$ cat config.mk
export PLATFORM = sky130hd
export DESIGN_NAME = cdc_handshake_src
export DESIGN_NICKNAME = d
export VERILOG_FILES = /design/src/rtl/cdc_pkg.sv /design/src/rtl/cdc_bit_sync.sv /design/src/rtl/cdc_handshake_src.sv
export SDC_FILE = /design/constraint.sdc
export NUM_CORES = 1
export LEC_CHECK = 0
export CORE_MARGIN = 2
export CORE_UTILIZATION = 43
export CTS_CLUSTER_SIZE = 20
export DETAILED_ROUTE_END_ITERATION = 16
export PLACE_DENSITY = 0.81
export SLEW_MARGIN = 25
export SYNTH_ARGS = -nofsm -noshare
export SYNTH_HDL_FRONTEND = slang
export SYNTH_SLANG_ARGS = --single-unit
$ cat constraint.sdc
create_clock -name srcClk_i -period 2.24 [get_ports srcClk_i]
set_input_delay 0.336 -clock srcClk_i [delete_from_list [all_inputs] [get_ports srcClk_i]]
set_output_delay 0.336 -clock srcClk_i [all_outputs]
set_load 0.02 [all_outputs]
$ cat src/rtl/cdc_pkg.sv
// Shared types and constants for the toggle-handshake clock domain crossing blocks.
package cdc_pkg;

  typedef enum logic [1:0] {
    RESYNC,
    IDLE,
    BUSY
  } cdc_src_state_e;

  localparam int unsigned CDC_MIN_SYNC_STAGES = 2;

endpackage

$ cat src/rtl/cdc_bit_sync.sv
// Multi-stage single-bit synchroniser with synchronous active-low reset.
module cdc_bit_sync #(
  parameter int unsigned STAGES = 2
) (
  input  logic clk_i,
  input  logic rstN_i,
  input  logic d_i,
  output logic q_o
);

  (* ASYNC_REG = "TRUE" *) logic [STAGES-1:0] syncQ;

  always_ff @(posedge clk_i) begin
    if (!rstN_i) begin
      syncQ <= '0;
    end else begin
      syncQ <= {syncQ[STAGES-2:0], d_i};
    end
  end

  assign q_o = syncQ[STAGES-1];

endmodule

$ cat src/rtl/cdc_handshake_src.sv
// Source end of a 2-phase toggle, bundled-data CDC: valid/ready in, held data plus
// request toggle out, completion on the synchronised acknowledge toggle.
module cdc_handshake_src
  import cdc_pkg::*;
#(
  parameter int unsigned WIDTH          = 8,
  parameter int unsigned SYNC_STAGES    = 2,
  parameter int unsigned TIMEOUT_CYCLES = 0
) (
  input  logic             srcClk_i,
  input  logic             srcRstN_i,
  input  logic             srcValid_i,
  output logic             srcReady_o,
  input  logic [WIDTH-1:0] srcData_i,
  output logic             srcDone_o,
  output logic             srcTimeout_o,
  output logic             xReq_o,
  output logic [WIDTH-1:0] xData_o,
  input  logic             xAck_i
);

  localparam int unsigned     CNT_W   = (TIMEOUT_CYCLES > 0) ? $clog2(TIMEOUT_CYCLES + 1) : 1;
  localparam logic [CNT_W-1:0] CNT_MAX = CNT_W'(TIMEOUT_CYCLES);
  localparam bit              TO_EN   = (TIMEOUT_CYCLES != 0);

  generate
    if (SYNC_STAGES < CDC_MIN_SYNC_STAGES) begin : gBadSyncStages
      $error("cdc_handshake_src: SYNC_STAGES must be >= %0d", CDC_MIN_SYNC_STAGES);
    end
  endgenerate

  cdc_src_state_e   state, stateNxt;
  logic             ackS;
  logic [CNT_W-1:0] cnt, cntNxt;
  logic             readyNxt, doneNxt, reqNxt, timeoutNxt;
  logic [WIDTH-1:0] dataNxt;

  cdc_bit_sync #(
    .STAGES (SYNC_STAGES)
  ) uAckSync (
    .clk_i  (srcClk_i),
    .rstN_i (srcRstN_i),
    .d_i    (xAck_i),
    .q_o    (ackS)
  );

  // Outputs are computed one cycle ahead so every port comes straight from a flop.
  always_comb begin
    stateNxt   = state;
    readyNxt   = 1'b0;
    doneNxt    = 1'b0;
    reqNxt     = xReq_o;
    dataNxt    = xData_o;
    cntNxt     = cnt;
    timeoutNxt = srcTimeout_o;
    case (state)
      RESYNC: begin
        if (ackS == xReq_o) begin
          stateNxt = IDLE;
          readyNxt = 1'b1;
        end
      end
      IDLE: begin
        readyNxt = 1'b1;
        if (ackS != xReq_o) begin
          stateNxt = RESYNC;
          readyNxt = 1'b0;
        end else if (srcValid_i && srcReady_o) begin
          dataNxt  = srcData_i;
          reqNxt   = ~xReq_o;
          cntNxt   = '0;
          readyNxt = 1'b0;
          stateNxt = BUSY;
        end
      end
      BUSY: begin
        if (cnt != CNT_MAX) begin
          cntNxt = cnt + 1'b1;
        end
        if (TO_EN && (cntNxt == CNT_MAX)) begin
          timeoutNxt = 1'b1;
        end
        if (ackS == xReq_o) begin
          doneNxt  = 1'b1;
          readyNxt = 1'b1;
          stateNxt = IDLE;
        end
      end
      default: stateNxt = RESYNC;
    endcase
  end

  always_ff @(posedge srcClk_i) begin
    if (!srcRstN_i) begin
      state        <= RESYNC;
      srcReady_o   <= 1'b0;
      srcDone_o    <= 1'b0;
      srcTimeout_o <= 1'b0;
      xReq_o       <= 1'b0;
      xData_o      <= '0;
      cnt          <= '0;
    end else begin
      state        <= stateNxt;
      srcReady_o   <= readyNxt;
      srcDone_o    <= doneNxt;
      srcTimeout_o <= timeoutNxt;
      xReq_o       <= reqNxt;
      xData_o      <= dataNxt;
      cnt          <= cntNxt;
    end
  end

endmodule
### Yosys cells after proc, flatten, opt, wreduce, memory -nomap -nowiden

Index checks and enable logic that the tools add are counted.

| word-level totals | value |
|---|---|
| memory bits (writable) | 0 |
| bits in read-only memories | 0 |
| latch bits | 0 |
| memories | 0 |
| flip-flop bits (word level) | 15 |

| cells by class | value |
|---|---|
| equal/unequal tests | 6 |
| mux-type cells | 8 |
| multiply operators | 0 |
| reduce and logical (&&, ||, !) cells | 6 |
| order comparisons | 0 |
| divide/modulo/power cells | 0 |
| $add $sub $neg | 0 |
| bitwise operators | 2 |
| shift operators | 0 |

Operators by type and width:

| cell | count |
|---|---|
| $mux W2 | 3 |
| $pmux W2 S2 | 1 |
| $reduce_and A2 Y1 | 2 |
| $mux W1 | 3 |
| $ne A3 B3 Y1 const B | 1 |
| $reduce_and A3 Y1 | 1 |
| $eq A2 B1 Y1 const B | 1 |
| $eq A2 B2 Y1 const B | 1 |
| $logic_not A2 Y1 | 1 |
| $ne A2 B1 Y1 const B | 1 |
| $not A1 Y1 | 2 |
| $pmux W1 S2 | 1 |
| $reduce_or A2 Y1 | 1 |
| $eq A1 B1 Y1 | 1 |
| $logic_and A1 B1 Y1 | 1 |
| $ne A1 B1 Y1 | 1 |

### Depth between registers and ports, before layout

| logic depth | value |
|---|---|
| depth after elaboration | 4 |
| depth in mapped cells | 4 |
| gate-level depth less buffers | 3 |

### By module

A second synthesis with hierarchy kept.

| second synthesis, totals | value |
|---|---|
| cells, all modules | 60 |
| area total of the unflattened synthesis | 581.8 um^2 |

By module, submodules not included:

| module | times used | cells each | seq. area each (um^2) | area an instance (um^2) |
|---|---|---|---|---|
| cdc_handshake_src | 1 | 56 | 260.2 | 529.3 |
| cdc_bit_sync | 1 | 4 | 40.0 | 52.6 |

### Worst setup path after synthesis

No wires, ideal clock.

| timing | value |
|---|---|
| path type | reg2reg |
| start | reg xReq_o |
| end | reg xData_o[0] |
| clock period less this slack | 1258 ps |
| library setup time | 72 ps |
| buffers on the path | 1 |
| setup slack | 982 ps |
| stages on the path, launching flop included | 5 |
| data arrival time | 1186 ps |
| path through | dfxtp_1 > xnor2_1 > and4_4 > buf_12 > mux2i_1 |

| between the ends | value |
|---|---|
| longest elaborated chain between the ends | 3 |

Ends and longest elaborated chain:

| item | line | text |
|---|---|---|
| from (decl) | cdc_handshake_src.sv:17 | `output logic xReq_o,` |
| from (signal assigned) | cdc_handshake_src.sv:107 | `xReq_o <= reqNxt;` |
| $ne A1 B1 Y1 | cdc_handshake_src.sv:65 | `if (ackS != xReq_o) begin` |
| $not A1 Y1 (no source line) | -- |  |
| $reduce_and A3 Y1 (no source line) | -- |  |
| to (signal assigned) | cdc_handshake_src.sv:108 | `xData_o <= dataNxt;` |
| to (decl) | cdc_handshake_src.sv:18 | `output logic [WIDTH-1:0] xData_o,` |

No other way between the ends.
A chain may end at the register's enable or synchronous reset.

### Final worst setup path

| timing | value |
|---|---|
| start | reg xReq_o |
| end | out xReq_o |

No word-level cell between the ends.

==> impl_summary.log <==
[metrics] overall power: 505 uW
[metrics] DRC violations left: 0
[metrics] number of buffers created by CTS: 3
[metrics] antenna violations before repair: 0
[metrics] buffers plus inverters on the worst setup path: 1
[metrics] Hold Fails Final Rpt: 0
[metrics] post-layout minimum cycle time: 1.61 ns
[metrics] detailed placement HPWL: ~720 microns
[metrics] placeable core region: 0.00128 sq mm
[metrics] area delta synth->final: 39.2%
[metrics] share of final-layout standard cells stronger than drive strength 1: 0.0610
[metrics] max-cap violations: 0
[metrics] Initial Util: 0.455
[metrics] most frequent standard cell in the layout excluding fill and tap cells: clkdlybuf4s50_1
[metrics] htree depth: 1
[metrics] PD cells: about 620 mW/mm^2
[metrics] detailed-router iteration count before antenna repair: 4
[metrics] endpoint kind of the worst setup timing path: primary output
[metrics] peak fanout along the critical path: 4
[metrics] slack of the critical path: 0.628 ns
[metrics] Setup TNS: 0 ns
[metrics] cells along the critical path: clkdlybuf4s50_1
[metrics] post-route non-filler standard cell count: 97
[metrics] Clk Latency, worst-skew pair: between 0.2 and 0.3 ns
[metrics] path class of the lowest-slack min-delay path: flip-flop to flip-flop
[metrics] number of buffers added on ports: 22
[metrics] number of warnings printed during yosys synthesis: 0
[metrics] via count: 435
[metrics] sequential area share after synthesis: 0.514
[metrics] setup bufs post-CTS: 0
[metrics] Inserted Diodes: 0
[metrics] Die Outline Area: 0.00167 sq mm
[metrics] sink count of the clock tree: 15
[metrics] TritonCTS clock tree: done
[metrics] RSZ-0062 raised after global routing: false
[metrics] Final ANT Viol Nets: 0
[metrics] Die Y: between 40 and 50 microns
[metrics] result of the run: finished clean
[metrics] peak supply drop: 0.307 mV
[metrics] number of enable flip-flop cells after synthesis: 0
[metrics] Final setup viols: 0
[metrics] Pleak: slightly above 0.3 nW
[metrics] minimum setup slack after placement: 0.555 ns
[metrics] Cell Area, Synth: 584 sq um
[metrics] cell at the root of the clock tree: clkbuf_4
[metrics] most frequent cells in the layout: 22 x clkdlybuf4s50_1, 18 x nand2_1, 15 x dfxtp_1, 9 x mux2i_1, 3 x clkbuf_4
[metrics] Highest Clock Rate: between 600 and 700 MHz
[metrics] syn avg cell area: 9.74 sq um
[metrics] Post-Route Skew: 0.00220 ns
[metrics] library cell occupying the most area in the post-synthesis netlist: dfxtp_1
[metrics] top cell type's share of synthesized area: 0.514
[metrics] global-route wire length before repair: between 1 and 1.5 mm
[metrics] Top-Level Pins: 24
[metrics] slowest stage cell on the critical path: clkdlybuf4s50_1
[metrics] endpoint required time on the critical path: ~1.9 ns
[metrics] post-CTS sizing: 0
[metrics] share of flip-flops with an asynchronous set or reset after synthesis: 0
[metrics] post-DR vias/cell: 4.48
[metrics] number of storage elements in the synthesis netlist: 15
[metrics] detail-routed net length per standard cell: 10.0 microns
[metrics] Clock Pin Slew Worst Setup and Hold Paths: approximately 0.08 ns
[metrics] period utilization: 0.720
[metrics] GRT overflow: 0
[metrics] category of the critical setup timing path: flip-flop to primary output
[metrics] max-slew violation count: 0
[metrics] instance count of the mapped netlist: 60
[metrics] Core Util, Final: 0.633
[metrics] vias in the first global route: 321
[metrics] Cells after DPL: a little over 90
[metrics] most common flop cell mapped by yosys: dfxtp_1
[metrics] Cell variety after synth: 18
[metrics] pin count of the biggest net entering global routing: 23
[metrics] # hold bufs at CTS: 0
[metrics] sort of element at the start of the critical path: flip-flop
[metrics] delay of the slowest cell on the worst path: roughly 0.63 ns
[metrics] width of the die: 40.9 microns
[metrics] worst slew pin tran: 0.692 ns
[metrics] drt initial violations: 5
[metrics] Top Family by Delay on Critical Path: buffers and inverters
[metrics] Tot GR Track Use: 0.119
[metrics] weighted congestion at the end of routability-driven global placement: 0.641
[metrics] number of filler instances in the final layout: 111
[metrics] Synth Net Count: 72
[metrics] cell types occupying the most area after synthesis: dfxtp_1 51%, mux2i_1 15%, nand2_1 12%, buf_12 3.4%, and2_1 2.1%
[metrics] maximum number of buffers from clock root to sink: 2
[metrics] total wire length after detailed routing: 970 microns
[metrics] worst-case headroom to the max-slew limit: 0.537
[metrics] final net count: 95
[metrics] number of cell rows: 13
[metrics] arrival time reported for the critical path endpoint: 1.28 ns
==> cell families (layout without fill, tap and decap cells) <==
group           count (synthesis)  after routing  synth area share
other cells                     1              1           0.00642
xor+xnor                        1              1            0.0150
mux                             9              9             0.154
flops                          15             15             0.514
simple gates                   26             26             0.206
buf+inv                         4             26            0.0621
compound gates                  4              4            0.0428
==> worst paths after layout <==
check	from	end	slack [ns]	cells after the start
setup / recovery	xReq_o$_SDFFE_PN0P_	xReq_o	0.63	1
hold / removal	uAckSync.syncQ[0]$_SDFF_PN0_	uAckSync.syncQ[1]$_SDFF_PN0_	0.46	1
setup reg to reg	xReq_o$_SDFFE_PN0P_	xData_o[3]$_SDFFE_PN0P_	0.96	3
hold reg to reg	uAckSync.syncQ[0]$_SDFF_PN0_	uAckSync.syncQ[1]$_SDFF_PN0_	0.46	1
==> through the flow <==
stage | hold slack (ns) | cell area [sq um]
2_1_floorplan | 0.412 | 584
6_report | 0.455 | 813
4_1_cts | 0.464 | 813
3_3_place_gp | 0.419 | 787
5_1_grt | 0.473 | 813
3_5_place_dp | 0.435 | 787
==> state kept, by name, summed over array words and instances, names as in the netlist <==
name,count
xReq_o,1
uAckSync.syncQ,2
xData_o,8
srcReady_o,1
state,2
srcDone_o,1
==> power breakdown <==
| group | switching, mW | total [mW] | internal [mW] |
|---|---|---|---|
| clock | 0.0729 | 0.142 | 0.0688 |
| sequential | 0.00700 | 0.285 | 0.278 |
| combinational | 0.0343 | 0.0782 | 0.0439 |
| total | 0.114 | 0.505 | 0.391 |
==> per-layer routing <==
metal	vias to the layer above	global-route usage	share of wire
met3	0	0.0326	0.068
met1	184	0.159	0.48
met4	0	0.0750	0
li1	235	-	-
met5	-	0	0
met2	16	0.168	0.45
==> Yosys cell counts (all sizes together), types with 2 or more instances <==
cell / n
a21oi: 2
and2: 2
buf: 3
dfxtp: 15
mux2i: 9
nand2: 18
nand2b: 2
nor2: 2
==> area by class of cell <==
| type | instances | area (sq um) | area share |
|---|---|---|---|
| clock buffers | 4 | 26.3 | 0.0323 |
| repair buffers | 22 | 220 | 0.271 |
| multi-input cells | 41 | 248 | 0.305 |
| flip-flops and latches | 15 | 300 | 0.369 |
| well taps | 15 | 18.8 | 0.0231 |
Power figures use the tool's default switching activity.
